$ cat src/rtl/ex_hazard_ctrl_pkg.sv
// Shared encodings for the EX hazard controller: forward selects, divider FSM states,
// register index width.
package ex_hazard_ctrl_pkg;

    localparam int REG_W = 5;

    typedef enum logic [1:0] {
        FWD_RF = 2'd0,
        FWD_EX = 2'd1,
        FWD_LS = 2'd2,
        FWD_WB = 2'd3
    } fwd_sel_e;

    typedef enum logic [1:0] {
        DIV_IDLE = 2'd0,
        DIV_BUSY = 2'd1,
        DIV_DONE = 2'd2
    } div_state_e;

endpackage

$ cat src/rtl/ex_hazard_ctrl_if.sv
// ID/EX/LS/WB observation bundle and hazard-control outputs; master drives the pipeline
// view, slave is the hazard controller.
interface ex_hazard_ctrl_if;
    import ex_hazard_ctrl_pkg::*;

    logic             id_valid_i;
    logic [REG_W-1:0] id_rs1_i;
    logic [REG_W-1:0] id_rs2_i;
    logic             id_rs1_used_i;
    logic             id_rs2_used_i;
    logic             ex_valid_i;
    logic [REG_W-1:0] ex_rd_i;
    logic             ex_wen_i;
    logic             ex_is_load_i;
    logic             ex_div_en_i;
    logic [REG_W-1:0] ls_rd_i;
    logic             ls_wen_i;
    logic [REG_W-1:0] wb_rd_i;
    logic             wb_wen_i;
    logic             flush_i;
    logic [1:0]       rs1_sel_o;
    logic [1:0]       rs2_sel_o;
    logic             stall_id_o;
    logic             stall_ex_o;
    logic             bubble_ex_o;
    logic             div_start_o;
    logic             div_done_o;
    logic             div_busy_o;

    modport master (
        output id_valid_i, id_rs1_i, id_rs2_i, id_rs1_used_i, id_rs2_used_i,
               ex_valid_i, ex_rd_i, ex_wen_i, ex_is_load_i, ex_div_en_i,
               ls_rd_i, ls_wen_i, wb_rd_i, wb_wen_i, flush_i,
        input  rs1_sel_o, rs2_sel_o, stall_id_o, stall_ex_o, bubble_ex_o,
               div_start_o, div_done_o, div_busy_o
    );

    modport slave (
        input  id_valid_i, id_rs1_i, id_rs2_i, id_rs1_used_i, id_rs2_used_i,
               ex_valid_i, ex_rd_i, ex_wen_i, ex_is_load_i, ex_div_en_i,
               ls_rd_i, ls_wen_i, wb_rd_i, wb_wen_i, flush_i,
        output rs1_sel_o, rs2_sel_o, stall_id_o, stall_ex_o, bubble_ex_o,
               div_start_o, div_done_o, div_busy_o
    );

endinterface

$ cat src/rtl/ex_hazard_ctrl_fwd_match.sv
// Per-source forward select: nearest producer wins (EX, then LS, then WB, else regfile).
// Purely combinational; no backpressure.
module ex_hazard_ctrl_fwd_match
    import ex_hazard_ctrl_pkg::*;
(
    input  logic [REG_W-1:0] i_rs,
    input  logic             i_used,
    input  logic             i_ex_valid,
    input  logic             i_ex_wen,
    input  logic [REG_W-1:0] i_ex_rd,
    input  logic             i_ls_wen,
    input  logic [REG_W-1:0] i_ls_rd,
    input  logic             i_wb_wen,
    input  logic [REG_W-1:0] i_wb_rd,
    output fwd_sel_e         o_sel,
    output logic             o_ex_hit
);

    logic w_live;
    logic w_ls_hit;
    logic w_wb_hit;

    // x0 is hardwired zero, so it never takes a forwarded value.
    assign w_live   = i_used & (i_rs != '0);
    assign o_ex_hit = w_live & i_ex_valid & i_ex_wen & (i_ex_rd == i_rs);
    assign w_ls_hit = w_live & i_ls_wen & (i_ls_rd == i_rs);
    assign w_wb_hit = w_live & i_wb_wen & (i_wb_rd == i_rs);

    always_comb begin
        o_sel = FWD_RF;
        if (o_ex_hit)      o_sel = FWD_EX;
        else if (w_ls_hit) o_sel = FWD_LS;
        else if (w_wb_hit) o_sel = FWD_WB;
    end

endmodule

$ cat src/rtl/ex_hazard_ctrl.sv
// EX scheduler: registered forward selects, load-use bubble, fixed-latency divider sequencing.
// Selects update one edge after ID; divider stalls ID/EX for DIV_CYCLES-1 cycles.
module ex_hazard_ctrl
    import ex_hazard_ctrl_pkg::*;
#(
    parameter int DIV_CYCLES = 64,
    parameter int CNT_W      = 7
) (
    input  logic             clk,
    input  logic             rst_n,
    ex_hazard_ctrl_if.slave  bus
);

    localparam logic [CNT_W-1:0] CNT_LOAD = CNT_W'(DIV_CYCLES - 2);

    div_state_e       r_state;
    div_state_e       w_state_nxt;
    logic [CNT_W-1:0] r_cnt;
    logic [CNT_W-1:0] w_cnt_nxt;
    fwd_sel_e         r_rs1_sel;
    fwd_sel_e         r_rs2_sel;
    fwd_sel_e         w_rs1_sel;
    fwd_sel_e         w_rs2_sel;
    logic             w_rs1_ex_hit;
    logic             w_rs2_ex_hit;
    logic             w_div_start;
    logic             w_div_done;
    logic             w_stall_ex;
    logic             w_load_use;
    logic             w_flush;
    logic             w_bubble;

    ex_hazard_ctrl_fwd_match u_fwd_rs1 (
        .i_rs       (bus.id_rs1_i),
        .i_used     (bus.id_rs1_used_i),
        .i_ex_valid (bus.ex_valid_i),
        .i_ex_wen   (bus.ex_wen_i),
        .i_ex_rd    (bus.ex_rd_i),
        .i_ls_wen   (bus.ls_wen_i),
        .i_ls_rd    (bus.ls_rd_i),
        .i_wb_wen   (bus.wb_wen_i),
        .i_wb_rd    (bus.wb_rd_i),
        .o_sel      (w_rs1_sel),
        .o_ex_hit   (w_rs1_ex_hit)
    );

    ex_hazard_ctrl_fwd_match u_fwd_rs2 (
        .i_rs       (bus.id_rs2_i),
        .i_used     (bus.id_rs2_used_i),
        .i_ex_valid (bus.ex_valid_i),
        .i_ex_wen   (bus.ex_wen_i),
        .i_ex_rd    (bus.ex_rd_i),
        .i_ls_wen   (bus.ls_wen_i),
        .i_ls_rd    (bus.ls_rd_i),
        .i_wb_wen   (bus.wb_wen_i),
        .i_wb_rd    (bus.wb_rd_i),
        .o_sel      (w_rs2_sel),
        .o_ex_hit   (w_rs2_ex_hit)
    );

    always_ff @(posedge clk or negedge rst_n) begin
        if (!rst_n) begin
            r_state <= DIV_IDLE;
            r_cnt   <= '0;
        end else begin
            r_state <= w_state_nxt;
            r_cnt   <= w_cnt_nxt;
        end
    end

    // BUSY lasts DIV_CYCLES-2 cycles so start..done spans exactly DIV_CYCLES cycles.
    always_comb begin
        w_state_nxt = r_state;
        w_cnt_nxt   = r_cnt;
        w_div_start = 1'b0;
        w_div_done  = 1'b0;
        w_stall_ex  = 1'b0;
        case (r_state)
            DIV_IDLE: begin
                if (bus.ex_valid_i && bus.ex_div_en_i) begin
                    w_div_start = 1'b1;
                    w_stall_ex  = 1'b1;
                    w_cnt_nxt   = CNT_LOAD;
                    w_state_nxt = (DIV_CYCLES == 2) ? DIV_DONE : DIV_BUSY;
                end
            end
            DIV_BUSY: begin
                w_stall_ex = 1'b1;
                w_cnt_nxt  = r_cnt - CNT_W'(1);
                if (r_cnt <= CNT_W'(1)) w_state_nxt = DIV_DONE;
            end
            DIV_DONE: begin
                w_div_done  = 1'b1;
                w_state_nxt = DIV_IDLE;
            end
            default: w_state_nxt = DIV_IDLE;
        endcase
    end

    // A frozen divide holds the EX instruction, so any redirect it raises is not yet real.
    assign w_load_use = bus.id_valid_i & (w_rs1_ex_hit | w_rs2_ex_hit) & bus.ex_is_load_i;
    assign w_flush    = bus.flush_i & ~w_stall_ex;
    assign w_bubble   = w_flush | (w_load_use & ~w_stall_ex);

    always_ff @(posedge clk or negedge rst_n) begin
        if (!rst_n) begin
            r_rs1_sel <= FWD_RF;
            r_rs2_sel <= FWD_RF;
        end else if (!w_stall_ex) begin
            r_rs1_sel <= w_bubble ? FWD_RF : w_rs1_sel;
            r_rs2_sel <= w_bubble ? FWD_RF : w_rs2_sel;
        end
    end

    assign bus.rs1_sel_o   = r_rs1_sel;
    assign bus.rs2_sel_o   = r_rs2_sel;
    assign bus.stall_ex_o  = w_stall_ex;
    assign bus.stall_id_o  = w_stall_ex | (w_load_use & ~w_flush);
    assign bus.bubble_ex_o = w_bubble;
    assign bus.div_start_o = w_div_start;
    assign bus.div_done_o  = w_div_done;
    assign bus.div_busy_o  = (r_state != DIV_IDLE);

endmodule

$ cat src/flat_wrapper.sv
// flat-port wrapper written by rule: the top's interface ports become plain ports
module ex_hazard_ctrl_flat import ex_hazard_ctrl_pkg::*;
#(
    parameter int DIV_CYCLES = 64,
    parameter int CNT_W      = 7
)
  (clk, rst_n, bus_id_valid_i, bus_id_rs1_i, bus_id_rs2_i, bus_id_rs1_used_i, bus_id_rs2_used_i, bus_ex_valid_i, bus_ex_rd_i, bus_ex_wen_i, bus_ex_is_load_i, bus_ex_div_en_i, bus_ls_rd_i, bus_ls_wen_i, bus_wb_rd_i, bus_wb_wen_i, bus_flush_i, bus_rs1_sel_o, bus_rs2_sel_o, bus_stall_id_o, bus_stall_ex_o, bus_bubble_ex_o, bus_div_start_o, bus_div_done_o, bus_div_busy_o);
  ex_hazard_ctrl_if bus_i ();
  input  logic clk;
  input  logic rst_n;
  input wire logic [$bits(bus_i.id_valid_i)-1:0] bus_id_valid_i;
  input wire logic [$bits(bus_i.id_rs1_i)-1:0] bus_id_rs1_i;
  input wire logic [$bits(bus_i.id_rs2_i)-1:0] bus_id_rs2_i;
  input wire logic [$bits(bus_i.id_rs1_used_i)-1:0] bus_id_rs1_used_i;
  input wire logic [$bits(bus_i.id_rs2_used_i)-1:0] bus_id_rs2_used_i;
  input wire logic [$bits(bus_i.ex_valid_i)-1:0] bus_ex_valid_i;
  input wire logic [$bits(bus_i.ex_rd_i)-1:0] bus_ex_rd_i;
  input wire logic [$bits(bus_i.ex_wen_i)-1:0] bus_ex_wen_i;
  input wire logic [$bits(bus_i.ex_is_load_i)-1:0] bus_ex_is_load_i;
  input wire logic [$bits(bus_i.ex_div_en_i)-1:0] bus_ex_div_en_i;
  input wire logic [$bits(bus_i.ls_rd_i)-1:0] bus_ls_rd_i;
  input wire logic [$bits(bus_i.ls_wen_i)-1:0] bus_ls_wen_i;
  input wire logic [$bits(bus_i.wb_rd_i)-1:0] bus_wb_rd_i;
  input wire logic [$bits(bus_i.wb_wen_i)-1:0] bus_wb_wen_i;
  input wire logic [$bits(bus_i.flush_i)-1:0] bus_flush_i;
  output wire logic [$bits(bus_i.rs1_sel_o)-1:0] bus_rs1_sel_o;
  output wire logic [$bits(bus_i.rs2_sel_o)-1:0] bus_rs2_sel_o;
  output wire logic [$bits(bus_i.stall_id_o)-1:0] bus_stall_id_o;
  output wire logic [$bits(bus_i.stall_ex_o)-1:0] bus_stall_ex_o;
  output wire logic [$bits(bus_i.bubble_ex_o)-1:0] bus_bubble_ex_o;
  output wire logic [$bits(bus_i.div_start_o)-1:0] bus_div_start_o;
  output wire logic [$bits(bus_i.div_done_o)-1:0] bus_div_done_o;
  output wire logic [$bits(bus_i.div_busy_o)-1:0] bus_div_busy_o;
  assign bus_i.id_valid_i = bus_id_valid_i;
  assign bus_i.id_rs1_i = bus_id_rs1_i;
  assign bus_i.id_rs2_i = bus_id_rs2_i;
  assign bus_i.id_rs1_used_i = bus_id_rs1_used_i;
  assign bus_i.id_rs2_used_i = bus_id_rs2_used_i;
  assign bus_i.ex_valid_i = bus_ex_valid_i;
  assign bus_i.ex_rd_i = bus_ex_rd_i;
  assign bus_i.ex_wen_i = bus_ex_wen_i;
  assign bus_i.ex_is_load_i = bus_ex_is_load_i;
  assign bus_i.ex_div_en_i = bus_ex_div_en_i;
  assign bus_i.ls_rd_i = bus_ls_rd_i;
  assign bus_i.ls_wen_i = bus_ls_wen_i;
  assign bus_i.wb_rd_i = bus_wb_rd_i;
  assign bus_i.wb_wen_i = bus_wb_wen_i;
  assign bus_i.flush_i = bus_flush_i;
  assign bus_rs1_sel_o = bus_i.rs1_sel_o;
  assign bus_rs2_sel_o = bus_i.rs2_sel_o;
  assign bus_stall_id_o = bus_i.stall_id_o;
  assign bus_stall_ex_o = bus_i.stall_ex_o;
  assign bus_bubble_ex_o = bus_i.bubble_ex_o;
  assign bus_div_start_o = bus_i.div_start_o;
  assign bus_div_done_o = bus_i.div_done_o;
  assign bus_div_busy_o = bus_i.div_busy_o;
  ex_hazard_ctrl #(.DIV_CYCLES(DIV_CYCLES), .CNT_W(CNT_W)) u_core (.clk(clk), .rst_n(rst_n), .bus(bus_i));
endmodule
$ cat config.mk
export PLATFORM = sky130hd
export DESIGN_NAME = ex_hazard_ctrl_flat
export DESIGN_NICKNAME = d
export VERILOG_FILES = /design/src/rtl/ex_hazard_ctrl_pkg.sv /design/src/rtl/ex_hazard_ctrl_if.sv /design/src/rtl/ex_hazard_ctrl_fwd_match.sv /design/src/rtl/ex_hazard_ctrl.sv /design/src/flat_wrapper.sv
export SDC_FILE = /design/constraint.sdc
export NUM_CORES = 1
export LEC_CHECK = 0
export ABC_CLOCK_PERIOD_IN_PS = 3000
export BUFFER_PORTS_ARGS = -buffer_cell sky130_fd_sc_hd__clkbuf_2
export CORE_MARGIN = 2
export CORE_UTILIZATION = 51
export DETAILED_ROUTE_END_ITERATION = 10
export PLACE_DENSITY_LB_ADDON = 0.15
export SLEW_MARGIN = 40
export SYNTH_ARGS = -nofsm -noshare
export SYNTH_HDL_FRONTEND = slang
export SYNTH_HIERARCHICAL = 1
export SYNTH_SLANG_ARGS = --single-unit
export TNS_END_PERCENT = 10
$ cat constraint.sdc
create_clock -name clk -period 3 [get_ports clk]
set_input_delay 0.6 -clock clk [delete_from_list [all_inputs] [get_ports clk]]
set_output_delay 0.6 -clock clk [all_outputs]
set_load 0.03 [all_outputs]
==> Word-level counts from Yosys, hierarchy flattened <==
Index checks and enable logic that the tools add are counted.
{ "totals": {"register_bits": 13, "wordCells": 67} }
{ "op_classes": {"reduce_logical": 8, "muxes": 17, "order_cmp": 1, "n_addsub": 1, "eq_ne": 10, "bitwise": 26} }
{ "ops": {"columns": ["op", "n"], "rows": [
  ["equality test 5 bit", 6],
  ["AND 1 bit", 21],
  ["2-to-1 mux 2 bit", 10],
  ["one-hot mux 7 bit (2 select lines)", 1],
  ["nonzero test 5 bit", 2],
  ["less-or-equal comparator 7 x 1 -> 1 bit (second input constant)", 1],
  ["2-to-1 mux 7 bit", 1],
  ["subtractor 7 x 1 -> 7 bit (second input constant)", 1],
  ["!= test 2 x 1 -> 1 bit (second input constant)", 2],
  ["one-hot mux 2 bit (2 select lines)", 1],
  ["AND reduction 2 bit", 2],
  ["nonzero test 2 bit", 2],
  ["2-to-1 mux 1 bit", 3],
  ["OR 1 bit", 3],
  ["equality test 2 x 1 -> 1 bit (second input constant)", 1],
  ["equality test 2 bit (second input constant)", 1],
  ["zero test 2 bit", 1],
  ["inverter 1 bit", 2],
  ["one-hot mux 1 bit (2 select lines)", 1],
  ["logical AND 1 bit", 1]
]} }

==> Logic depth before layout (Yosys ltp) <==
Gate-level depths: netlist (run 1).
{ "depth": {"ltp_word": 11, "mapped_depth": 7} }

==> Hierarchy <==
The synthesis (run 1) kept the hierarchy.
{ "modules_own_cells": {"columns": ["mod", "area_each_um2", "cells_each", "instances", "seq_area_each_um2"], "rows": [
  ["ex_hazard_ctrl", 674.4, 63, 1, 325.3],
  ["ex_hazard_ctrl_fwd_match", 236.5, 30, 2, 0.0]
]} }

==> Worst setup path before layout (run 1) <==
Ideal clock, no wire load.
{ "synth_timing": {"path_kind": "input to output", "start": "input port bus_ex_rd_i[2]", "end": "output port bus_bubble_ex_o", "arrival_ns": 1.983, "required_time_ns": 2.400, "path_stages": 7, "setup_slack_ns": 0.417, "cell_sequence": "xnor2_1 nand4_1 or3_2 inv_1 o211a_1 nor2_1 nor2_1"} }
{ "synth_between": {"elab_chain_cells": 7} }
{ "synth_lines": {"columns": ["item", "line_no", "text"], "rows": [
  ["start, declared", "flat_wrapper.sv:17", "input wire logic [$bits(bus_i.ex_rd_i)-1:0] bus_ex_rd_i;"],
  ["equality test 5 bit", "ex_hazard_ctrl_fwd_match.sv:25", "assign o_ex_hit = w_live & i_ex_valid & i_ex_wen & (i_ex_rd == i_rs);"],
  ["AND 1 bit", "ex_hazard_ctrl_fwd_match.sv:25", null],
  ["via u_core.w_rs2_ex_hit", "ex_hazard_ctrl.sv:25", "logic w_rs2_ex_hit;"],
  ["OR 1 bit", "ex_hazard_ctrl.sv:101", "assign w_load_use = bus.id_valid_i & (w_rs1_ex_hit | w_rs2_ex_hit) & bus.ex_is_load_i;"],
  ["AND 1 bit (2 in series)", "ex_hazard_ctrl.sv:101", null],
  ["AND 1 bit", "ex_hazard_ctrl.sv:103", "assign w_bubble = w_flush | (w_load_use & ~w_stall_ex);"],
  ["OR 1 bit", "ex_hazard_ctrl.sv:103", null],
  ["end, declared", "flat_wrapper.sv:30", "output wire logic [$bits(bus_i.bubble_ex_o)-1:0] bus_bubble_ex_o;"]
]} }
The timed path passes the listed nets, and every way through them passes these cells.

==> Worst setup path in the final report (run 1) <==
{ "layout_timing": {"start": "input port bus_id_rs2_i[1]", "end": "output port bus_bubble_ex_o"} }
{ "layout_between": {"elab_chain_cells": 10} }
{ "layout_lines": {"columns": ["item", "line_no", "text"], "rows": [
  ["start, declared", "flat_wrapper.sv:13", "input wire logic [$bits(bus_i.id_rs2_i)-1:0] bus_id_rs2_i;"],
  ["nonzero test 5 bit", "ex_hazard_ctrl_fwd_match.sv:24", "assign w_live = i_used & (i_rs != '0);"],
  ["AND 1 bit", "ex_hazard_ctrl_fwd_match.sv:24", null],
  ["AND 1 bit (2 in series)", "ex_hazard_ctrl_fwd_match.sv:25", null],
  ["AND 1 bit *", "ex_hazard_ctrl_fwd_match.sv:25", null],
  ["via u_core.w_rs2_ex_hit", "ex_hazard_ctrl.sv:25", null],
  ["OR 1 bit *", "ex_hazard_ctrl.sv:101", null],
  ["AND 1 bit * (2 in series)", "ex_hazard_ctrl.sv:101", null],
  ["AND 1 bit *", "ex_hazard_ctrl.sv:103", null],
  ["OR 1 bit *", "ex_hazard_ctrl.sv:103", null]
]} }
The timed path passes the listed nets; every way through them passes the cells marked *.

==> flow_results.org, run 1 <==
** Run status
- The flow ran to the end, and the final reports show no timing, DRC or antenna violations.

** Routing
- Post-detailed-route wirelength per cell :: 14.4 um
- Drt initial violations :: 20
- Summing over every cut layer, the via total after detailed routing is 1,098.
- Post-route DRC :: 0
- TritonRoute pass-1 iters :: 4
- Summed over all layers, the routed wires come to 2880 um.
- Using the TritonRoute via totals, the vias-per-cell ratio works out to 5.52.
- The count of nets left with antenna violations once routing finished came out at 0.

** Place
- Estimated wirelength of the detail-placed design :: 2420 um
- Post-placement worst setup slack :: 0.164 ns
- Placer Congestion :: 0.888
- Port buffering added 46 buffers.

** Clocking
- At the later pin of the worst-skew pair, clock insertion delay measures 0.27 ns.
- Once the clock tree was built, the resizer swapped 0 gates to a different size.
- Clock tree synthesis found a total of 13 sinks.
- Largest buffer count on any clock path :: 2
- After clock tree synthesis, the setup repair step added 0 buffers.
- In this run, post-CTS hold repair placed 0 buffers.
- Clock-pin slew was measured on the worst setup and hold paths at 0.08 ns.
- CTS built an H-tree with a depth of 1.
- Cell chosen for the clock root :: clkbuf_4
- TritonCTS built the clock tree.
- TritonCTS created 3 clock buffers.

** Synth
- In this run, synthesis produced a sequential element count of 13.
- The synthesized netlist devotes 2.18% of its cell area to adder and majority cells.
- Summing the sequential cell areas from Yosys gives 28.4% of the chip area.
- Largest area contributor in the synthesized netlist :: dfrtp_1
- The cell count after synthesis came out at 123.
- In this run the cell area of the synthesized design comes to 1150 sq um.
- Mean instance size in the synthesized netlist :: 9.33 sq um
- The most common cell in the synthesized netlist is xnor2_1.
- The synthesized netlist devotes 19.5% of its cell area to compound gates.
- Ranking of synthesized cells by instance count :: 24 x xnor2_1, 13 x dfrtp_1, 9 x nor2_1, 7 x inv_1, 6 x xor2_1
- Warnings, synthesis :: 6
- Post-synthesis mux area share :: 2.62%
- Summing the areas of all xor and xnor instances in the mapped netlist gives 22.9% of the synthesized area.
- In this run, synthesis inferred 0 flip-flops with an integrated enable.
- Post-synth net total :: 162
- After synthesis, the largest family of logic cells by area is XOR/XNOR gates.
- Post-synthesis share of cell area spent on and, or, nand and nor gates :: 21.0%
- Count of different cell masters after synthesis :: 40
- Of all flip-flops after synthesis, the portion carrying an async set or reset was 100%.
- Dominant cells by area after synthesis :: dfrtp_1 28%, xnor2_1 18%, xor2_1 4.6%
- The synthesized design devotes to its leading area cell type 28.4% of total area.
- Synth Flop Type :: dfrtp_1

** Layout
- Compared with the post-synthesis result, the final layout area differs by 25.0%.
- Final core area utilization :: 66.1%
- Diodes inserted :: 0
- # nets final :: 211
- Share of layout cells above drive strength 1 :: 37.4%

** Worst setup path
- Required time worst endpoint :: 2.40 ns
- On the worst path, the slowest cell contributes a delay of 0.56 ns.
- Traced cell by cell, the critical path runs through clkbuf_2 -> or4_4 -> o21ai_2 -> or3_2 -> inv_1 -> o211a_1 -> nor2_1 -> nor2_1 -> clkbuf_2.
- Along the worst path, the maximum fanout reaches 4.
- Top cell family by delay on the critical path :: simple AND/OR/NAND/NOR gates
- Sort of element at the end of the critical path :: output pin
- The slowest stage of the critical path belongs to the cell or4_4.
- Critical path arrival :: 2.26 ns
- The worst setup path is launched from a primary input.
- Counting both buffers and inverters, the worst setup path holds a total of 3.
- Setup CP Type :: primary input to output pin

** STA
- Clock skew on the completed layout was measured at 0.00264 ns.
- Setup repair after global routing missed its margin :: no
- Setup violations remaining at the end of the flow were counted as 0.
- The routed design could run at a clock period as short as 2.86 ns.
- Remaining max-slew budget at the tightest pin :: 68.4%
- The hold violation total from the final report is 0.
- In the finished design, the share of the clock period the worst path needs comes to 95.4%.
- The worst path meets setup with 0.137 ns of slack.
- Final sum of negative setup slack :: 0 ns
- Slew at the pin closest to its max-slew limit :: 0.471 ns
- The count of pins over their slew limit came to 0.
- Derived from the worst setup path, the maximum achievable clock frequency is 349 MHz.

** Min path
- The worst hold path belongs to the class primary input to asynchronous set/reset pin.

** Global routing
- Number of global-route vias before repair :: 1,061
- Aggregate global-route resource usage :: 23.9%
- Number of antenna violations at the first check in global routing :: 0
- Pin count of the biggest net entering global routing :: 14
- The first global-routing pass estimated 4640 um of wire.
- For this run the aggregate overflow at the end of global routing stands at 0.

** Floorplanning
- Horizontal die dimension :: 51.4 um
- Initial core utilization :: 52.9%
- For this design the top-level I/O count stands at 47.
- After floorplanning, the core was sized to cover 2170 sq um.
- The die covers 2650 sq um.
- In this run the core area contains 17 standard-cell rows.
- Vertical die dimension :: 51.4 um

** Power
- Worst supply voltage drop on vdd :: 292 uV
- Pwr Density :: 532 nW/um^2
- Leakage power total :: 0.671 nW

** Run
- Max-cap violations :: 0
## state kept, by name, indices dropped and copies added (netlist names)
name / flops
u_core/bus.rs2_sel_o: 2
u_core/r_state: 2
u_core/r_cnt: 7
u_core/bus.rs1_sel_o: 2
## layer usage
| layer | share of wire [%] | wire length (um) | up-vias | global-route usage (%) |
|---|---|---|---|---|
| met3 | 5.1 | 147 | 4 | 2.92 |
| li1 | - | - | 543 | - |
| met5 | 0 | 0 | - | 0 |
| met4 | 1.3 | 36 | 0 | 10.5 |
| met2 | 54 | 1570 | 41 | 45.9 |
| met1 | 39 | 1120 | 510 | 25.5 |
## final cells by class
| class | count | area, sq um |
|---|---|---|
| repair buffers | 47 | 238 |
| multi-input cells | 100 | 783 |
| flip-flops and latches | 13 | 325 |
| clock buffers | 4 | 26.3 |
| inverters | 7 | 26.3 |
| fillers | 195 | 736 |
| well taps | 28 | 35.0 |
## metrics by stage
step | std cells | hold WS, ns | cell area, sq um | power [mW]
floorplan | 123 | 0.304 | 1150 | 0.539
global route | 199 | 0.217 | 1430 | 0.817
finish | 199 | 0.213 | 1430 | 0.763
detailed placement | 195 | 0.481 | 1410 | 0.653
CTS | 199 | 0.213 | 1430 | 0.764
global placement | 195 | 0.473 | 1410 | 0.641
## cell families (layout without fill, tap and decap cells)
family                   Yosys count  in the layout
AO/OA/AOI/OAI                     25             25
XOR/XNOR                          30             30
adder cells (fa/ha/maj)            2              2
buffers and inverters             10             58
flip-flops                        13             13
multiplexers                       3              3
AND/OR/NAND/NOR                   40             40
## worst reg2reg max path, cell delays in order, from the launching register on
cell	delay, ns
dfrtp_1	0.41
inv_1	0.11
ha_1	0.20
nor3b_2	0.22
or4b_4	0.49
mux2i_1	0.13
## final timing paths
path	slack [ns]	endpoint	depth (start not counted)	from
setup / recovery	0.14	bus_bubble_ex_o	9	bus_id_rs2_i[1]
hold / removal	0.21	u_core/bus.rs1_sel_o[1]	1	rst_n
setup reg to reg	1.34	u_core/r_cnt[6]	5	u_core/r_cnt[0]
hold reg to reg	0.49	u_core/r_cnt[6]	1	u_core/r_cnt[6]
max in group asynchronous	2.54	u_core/r_cnt[1]	1	rst_n
min in group clk	0.49	u_core/r_cnt[6]	1	u_core/r_cnt[6]
## cell usage in the layout, fill, tap and decap left out, types with 3 or more instances in the layout
cell type / netlist / routed
clkbuf_2: 0 / 46
xnor2_1: 24 / 24
dfrtp_1: 13 / 13
nor2_1: 9 / 9
inv_1: 7 / 7
xor2_1: 6 / 6
nand2_1: 5 / 5
nand4_1: 5 / 5
nor3_1: 4 / 4
a22o_1: 4 / 4
clkbuf_4: 0 / 3
nand3_1: 3 / 3
mux2i_1: 3 / 3
## power breakdown
group	switching, mW	internal (mW)	total [mW]
clock network	0.0570	0.0515	0.109
logic	0.192	0.157	0.349
registers	0.0730	0.232	0.305
No activity file was read; power rests on OpenSTA's default activity.
==> run 2, diff against run 1 <==
--- a/config.mk
+++ b/config.mk
@@ -5,12 +5,14 @@
 export SDC_FILE = /design/constraint.sdc
 export NUM_CORES = 1
 export LEC_CHECK = 0
-export ABC_CLOCK_PERIOD_IN_PS = 3000
+export ABC_CLOCK_PERIOD_IN_PS = 2500
 export BUFFER_PORTS_ARGS = -buffer_cell sky130_fd_sc_hd__clkbuf_2
+export CELL_PAD_IN_SITES_DETAIL_PLACEMENT = 1
+export CELL_PAD_IN_SITES_GLOBAL_PLACEMENT = 2
 export CORE_MARGIN = 2
-export CORE_UTILIZATION = 51
+export CORE_UTILIZATION = 25
 export DETAILED_ROUTE_END_ITERATION = 10
-export PLACE_DENSITY_LB_ADDON = 0.15
+export PLACE_DENSITY = 0.85
 export SLEW_MARGIN = 40
 export SYNTH_ARGS = -nofsm -noshare
 export SYNTH_HDL_FRONTEND = slang
==> constraint.sdc (replaced) <==
create_clock -name clk -period 2.5 [get_ports clk]
set_input_delay 0.5 -clock clk [delete_from_list [all_inputs] [get_ports clk]]
set_output_delay 0.5 -clock clk [all_outputs]
set_load 0.03 [all_outputs]
==> run 2 against run 1 <==
Compared with the run above: via count is 12% higher; core utilization is 26 points lower; first-iteration DRC count is 140% higher; critical path depth stayed put; clock skew is 0.0018 ns lower; clock power is 69% higher; cell count is 26% higher; largest cell class unchanged; the flow now finishes with violations (negative setup slack).
==> flow_results.org, run 2 (synthesized netlist as in run 1, its figures left out) <==
** Run status
- The run finished, with violations left.
- Failing checks :: negative setup slack

** Clocking
- The clock latency reported for the late side of the worst-skew pair is 0.24 ns (-0.03 ns).
- Clock-pin slew on the worst setup and hold paths :: 0.05 ns (-0.03 ns)
- Cell chosen for the clock root :: clkbuf_8
- Clock sinks :: 13 (unchanged)
- Clock tree from TritonCTS :: built
- Cts-stage hold buffer count :: 0 (unchanged)
- Cts bufs inserted :: 3 (unchanged)
- H-tree depth :: 1 (unchanged)
- Largest buffer count on any clock path :: 2 (unchanged)

** Floorplanning
- Horizontal die dimension :: 71.7 um (+40%)
- Initial core utilization :: 26.2% (-27 points)
- Die Area :: 5150 sq um (+95%)
- The I/O pin count is 47 (unchanged).
- Placeable core area :: 4380 sq um (+100%)
- Vertical die dimension :: 71.7 um (+40%)
- Placement Rows :: 24 (+7)

** Worst setup path
- Critical path arrival :: 2.02 ns (-0.24 ns)
- Required time worst endpoint :: 2.00 ns (-0.40 ns)
- Critical path's largest stage delay :: 0.52 ns (-0.04 ns)
- On the critical path, the stage with the largest delay is an instance of or4_4.
- Type of element launching the critical path :: primary input
- Setup CP Type :: primary input to output pin
- Number of buffer and inverter stages on the critical path :: 3 (unchanged)
- Sort of element at the end of the critical path :: output pin
- Walking the worst path, the cells encountered are clkbuf_8 -> or4_4 -> o21ai_2 -> or3_4 -> inv_2 -> o211a_1 -> nor2_1 -> nor2_1 -> clkbuf_8.
- Broken down by cell family, the worst path's largest delay share belongs to simple AND/OR/NAND/NOR gates.
- Crit path max fanout :: 3 (-1)

** Layout
- The share of final-layout standard cells stronger than drive strength 1 is 48.0% (+11 points).
- Leading cell type in the layout, fill and taps excluded :: clkbuf_2
- Most flops, register :: u_core/r_cnt
- The library cells used most frequently in the layout, excluding fill and tap cells, are 40 x clkbuf_2, 28 x buf_4, 22 x xnor2_1.
- From synthesis to final layout, the design area changed by 53.1%.
- # nets final :: 238 (+13%)
- Flip-flop count of the largest register, all copies and words added :: 7 (unchanged)
- The antenna diode count was 0 (unchanged).

** STA
- Setup repair after global routing missed its margin :: yes
- The count of pins over their slew limit came to 0 (unchanged).
- Final sum of negative setup slack :: -0.0364 ns (-0.0364 ns)
- Slew at the pin closest to its max-slew limit :: 0.368 ns (-0.102 ns)
- The headroom to the max-slew limit was 75.2% (+6.8 points).
- Count of final hold-check violations :: 0 (unchanged)
- Shortest period the worst path allows :: 2.52 ns
- Setup slack of the critical path after layout :: -0.0183 ns (-0.156 ns)
- The final worst clock skew was 0.000800 ns (-0.00184 ns).
- The number of setup violations in the final report came to 2 (+2).
- Max frequency :: 397 MHz
- Of the available clock period, the critical path in the final layout requires 101%.

** Routing
- Post-detailed-route wirelength per cell :: 14.6 um (+0.75%)
- Drt initial violations :: 47 (+140%)
- The total number of vias was 1,228 (+12%).
- Final Routed Wirelength :: 3640 um (+27%)
- Via density :: 4.91 (-11%)
- The number of iterations in the first detailed-routing pass is 4 (unchanged).
- The remaining design rule violation count is 0 (unchanged).
- Antenna violation net count after detailed routing :: 0 (unchanged)

** Power
- Worst supply voltage drop on vdd :: 188 uV (-35%)
- Pwr Density :: 590 nW/um^2 (+11%)
- Leakage power total :: 0.831 nW (+24%)
- The total power was 1.04 mW (+36%).

** Global routing
- The global router's overall resource usage was 14.7% (-9.2 points).
- The initial antenna violation count is 0 (unchanged).
- In this run the most used layer during global routing was met2.
- Global route overflow :: 0 (unchanged)
- First-pass GRT wire length :: 6120 um (+32%)
- Number of global-route vias before repair :: 1,365 (+29%)
- The met3 demand-to-capacity share in global routing was 1.83% (-1.1 points).
- Pin count of the biggest net entering global routing :: 14 (unchanged)
- Met1 Use GR :: 17.3% (-8.2 points)
- Met2 track utilization from global routing :: 28.3% (-18 points)

** Min path
- Class of the tightest hold or removal check :: primary input to asynchronous set/reset pin

** Place
- Estimated wirelength of the detail-placed design :: 3010 um (+24%)
- The number of port buffers is 46 (unchanged).
- The placer's final routability congestion estimate is 0.751 (-15%).

** Run
- Max-cap violations :: 0 (unchanged)
==> run 2: final cells by class <==
type,count,area (sq um)
Inverter,7,26.3
Timing Repair Buffer,74,489
Fill cell,540,2630
Sequential cell,13,325
Multi-Input combinational cell,100,806
Clock buffer,4,45.0
Tap cell,52,65.1
==> run 2: per-layer routing <==
| metal | up-vias | share of wire (%) |
|---|---|---|
| li1 | 596 | - |
| met1 | 585 | 40 |
| met2 | 47 | 54 |
| met3 | 0 | 5.9 |
| met4 | 0 | 0 |
| met5 | - | 0 |
==> run 2: path summary, 6_finish.rpt <==
path                                                 to       startpoint  slack (ns)  depth (start not counted)
worst max-delay path                    bus_bubble_ex_o  bus_id_rs2_i[4]       -0.02                          9
worst min-delay path                    u_core/r_cnt[4]            rst_n        0.15                          1
worst max register to register          u_core/r_cnt[6]  u_core/r_cnt[0]        0.81                          5
worst min register to register          u_core/r_cnt[6]  u_core/r_cnt[6]        0.50                          1
max in group asynchronous       u_core/bus.rs2_sel_o[0]            rst_n        2.10                          1
min in group clk                        u_core/r_cnt[6]  u_core/r_cnt[6]        0.50                          1
==> run 2: report_power, final <==
| group | internal (mW) | total [mW] | leakage (nW) | switching (mW) |
|---|---|---|---|---|
| logic | 0.236 | 0.493 | 0.649 | 0.257 |
| clock network | 0.112 | 0.184 | 0.0228 | 0.0718 |
| registers | 0.280 | 0.360 | 0.159 | 0.0797 |
==> run 2: what timing repair did <==
action,4_1_cts,5_1_grt
endpoints found under the setup margin,2,2
pin swaps,7,10
gates resized for setup,8,10
buffers inserted,2,2
==> run 2: stage by stage <==
step / utilization, % / setup slack (ns) / hold WS [ns] / area [sq um] / instances
6_report: 40.1 / -0.0183 / 0.149 / 1760 / 250
5_1_grt: 40.1 / -0.140 / 0.163 / 1760 / 250
4_1_cts: 39.0 / -0.0541 / 0.158 / 1710 / 248
3_5_place_dp: 36.7 / -0.0802 / 0.421 / 1610 / 242
3_3_place_gp: 36.7 / -0.0425 / 0.411 / 1610 / 242
2_1_floorplan: - / 0.117 / 0.204 / 1150 / 123
==> run 3, diff against run 2 <==
--- a/config.mk
+++ b/config.mk
@@ -18,4 +18,3 @@
 export SYNTH_HDL_FRONTEND = slang
 export SYNTH_HIERARCHICAL = 1
 export SYNTH_SLANG_ARGS = --single-unit
-export TNS_END_PERCENT = 10
==> run 3 against run 2 <==
Compared with the run above: the flow still finishes with violations (negative setup slack); clock skew about the same; critical endpoint is now bus_stall_id_o; clock power about the same; core utilization about the same; sequential share of layout area barely moved; largest cell class unchanged; first-iteration DRC count unchanged; cell area about the same; cell count stayed put; global-route usage is the same; maximum frequency is 0.62% lower; worst setup slack got worse by 0.016 ns; critical path depth is 1 lower.
==> flow_results.org, run 3 (synthesized netlist as in run 1, its figures left out) <==
** Layout
- The post-layout net count came to 238 (unchanged).
- The top cell types in the final layout, fill and taps aside, are 40 x clkbuf_2, 28 x buf_4, 22 x xnor2_1.
- The signed area change from the synthesized netlist to the final layout was 53.2% (about the same).
- The register with the most flip-flops in the final layout is u_core/r_cnt.
- The antenna diode count came to 0 (unchanged).
- The number of flip-flops under the largest register name is 7 (unchanged).
- The share of final-layout standard cells stronger than drive strength 1 is 48.0% (unchanged).
- The library cell used most frequently in the layout, excluding fill and tap cells, is clkbuf_2.
- The post-route non-filler standard cell count came to 250 (unchanged).

** Routing
- Post-detailed-route wirelength per cell :: 14.6 um (about the same)
- Length of routed met3 wiring :: 226 um (+6.1%)
- The number of routed nets with antenna violations came to 0 (unchanged).
- Post-route DRC :: 0 (unchanged)
- Drt initial violations :: 47 (unchanged)
- Total via count after detailed routing :: 1,230 (+0.16%)
- The post-route met1 wirelength was 1450 um (-1.0%).
- Detailed-routed wire length on met2 :: 1960 um (about the same)
- Final Routed Wirelength :: 3640 um (about the same)
- The number of iterations in the first detailed-routing pass is 4 (unchanged).
- Via density :: 4.92 (+0.16%)
- The highest layer touched by signal routing is met3.

** Worst setup path
- Crit path max fanout :: 3 (unchanged)
- The critical path goes through clkbuf_8 -> or4_4 -> o21ai_2 -> or3_4 -> inv_2 -> o211a_1 -> a21o_1 -> buf_8.
- The worst setup path is launched from a primary input.
- For this design, the slowest cell found on the critical path is or4_4.
- Setup CP Type :: primary input to output pin
- The arrival time of the worst setup path is 2.03 ns (about the same).
- The required time of the critical path was 2.00 ns (about the same).
- The cell family contributing the most delay on the critical path is simple AND/OR/NAND/NOR gates.
- Sort of element at the end of the critical path :: output pin
- Number of buffer and inverter stages on the critical path :: 3 (unchanged)
- The peak per-stage delay on the critical path was 0.52 ns (about the same).

** Place
- The total placed cells including tap cells came to 242 (unchanged).
- The placer's final routability congestion estimate came to 0.751 (unchanged).
- The worst-case setup slack after placement was -0.0802 ns (unchanged).
- Estimated wirelength of the detail-placed design :: 3010 um (unchanged)
- The number of port buffers is 46 (unchanged).

** Clocking
- The clock latency reported for the late side of the worst-skew pair was 0.24 ns (about the same).
- H-tree depth :: 1 (unchanged)
- Cell chosen for the clock root :: clkbuf_8
- Cts bufs inserted :: 3 (unchanged)
- Largest buffer count on any clock path :: 2 (unchanged)
- Clock sinks :: 13 (unchanged)
- Clock-pin slew on the worst setup and hold paths :: 0.05 ns (about the same)
- Clock tree from TritonCTS :: built

** Global routing
- Aggregate global-route resource usage :: 14.7% (unchanged)
- Number of global-route vias before repair :: 1,365 (unchanged)
- The final global-route overflow total came to 0 (unchanged).
- Pin count of the biggest net entering global routing :: 14 (unchanged)
- First-pass GRT wire length :: 6120 um (unchanged)
- Number of antenna violations at the first check in global routing :: 0 (unchanged)

** STA
- The period utilization was 101% (+0.63 points).
- The actual transition at the worst max-transition pin was 0.368 ns (-0.000139 ns).
- The timing-limited maximum frequency came to 395 MHz (-0.62%).
- Setup repair after global routing missed its margin :: yes
- The worst-case setup margin in the final layout was -0.0341 ns (-0.0157 ns).
- Count of final hold-check violations :: 0 (unchanged)
- Number of setup violations in the final report :: 2 (unchanged)
- Max-slew violations :: 0 (unchanged)
- Worst hold margin :: 0.149 ns (-0.00000400 ns)
- Clock skew :: 0.000802 ns (+0.00000255 ns)
- The post-layout minimum cycle time is 2.53 ns (+0.0157 ns).
- The headroom to the max-slew limit came to 75.3% (about the same).

** Min path
- In this run the worst hold path is classified as primary input to asynchronous set/reset pin.

** Run status
- Outcome :: finished with violations
- The final reports fail on negative setup slack.

** Power
- The power per cell area came to 591 nW/um^2 (+0.21%).
- The static leakage is 0.831 nW (about the same).
- The peak supply drop came to 188 uV (about the same).

** Floorplanning
- Initial core utilization :: 26.2% (unchanged)
- The area of the placeable core is 4380 sq um (unchanged).
- Placement Rows :: 24 (unchanged)
- The width of the die came to 71.7 um (unchanged).
- The die boundary height was 71.7 um (unchanged).
- The I/O pin count came to 47 (unchanged).
- Die Area :: 5150 sq um (unchanged)

** Run
- The number of maximum-capacitance constraint violations was 0 (unchanged).
run 3: layout make-up:
type	count	area, sq um
Sequential cell	13	325
Inverter	7	26.3
Timing Repair Buffer	74	490
Clock buffer	4	45.0
Multi-Input combinational cell	100	806
Fill cell	540	2630
Tap cell	52	65.1
run 3: path summary, 6_finish.rpt:
path | slack [ns] | from | cells after the start | endpoint
min in group clk | 0.50 | u_core/r_cnt[6] | 1 | u_core/r_cnt[6]
hold / removal | 0.15 | rst_n | 1 | u_core/r_cnt[4]
hold reg to reg | 0.50 | u_core/r_cnt[6] | 1 | u_core/r_cnt[6]
setup reg to reg | 0.81 | u_core/r_cnt[0] | 5 | u_core/r_cnt[6]
setup / recovery | -0.03 | bus_id_rs2_i[4] | 8 | bus_stall_id_o
max in group asynchronous | 2.10 | rst_n | 1 | u_core/bus.rs2_sel_o[0]
run 3: power by group:
| group | total [mW] | internal [mW] | switching [mW] |
|---|---|---|---|
| Clock | 0.184 | 0.112 | 0.0718 |
| Combinational | 0.496 | 0.238 | 0.258 |
| Sequential | 0.360 | 0.280 | 0.0797 |
| Total | 1.04 | 0.630 | 0.410 |
run 3: stage by stage:
stage	util (%)	instance area, sq um	total power, mW	setup TNS (ns)
floorplan	-	1150	0.646	0
global route	40.1	1760	1.12	-0.238
finish	40.1	1760	1.04	-0.0524
detailed placement	36.7	1610	0.831	-0.137
global placement	36.7	1610	0.817	-0.0658
CTS	39.0	1710	1.04	-0.0926
run 3: per-layer routing:
| metal | global-route usage, % | vias up |
|---|---|---|
| met4 | 2.52 | 0 |
| met2 | 28.3 | 49 |
| met3 | 1.83 | 0 |
| met5 | 0 | - |
| met1 | 17.3 | 585 |
| li1 | - | 596 |
run 3: timing repair:
action                     4_1_cts  5_1_grt
hold buffers                     0        0
hold endpoints to repair         0        0
pin swaps                        7       11
setup endpoints to repair        2        2
setup buffers                    2        2
resized for setup                8       11
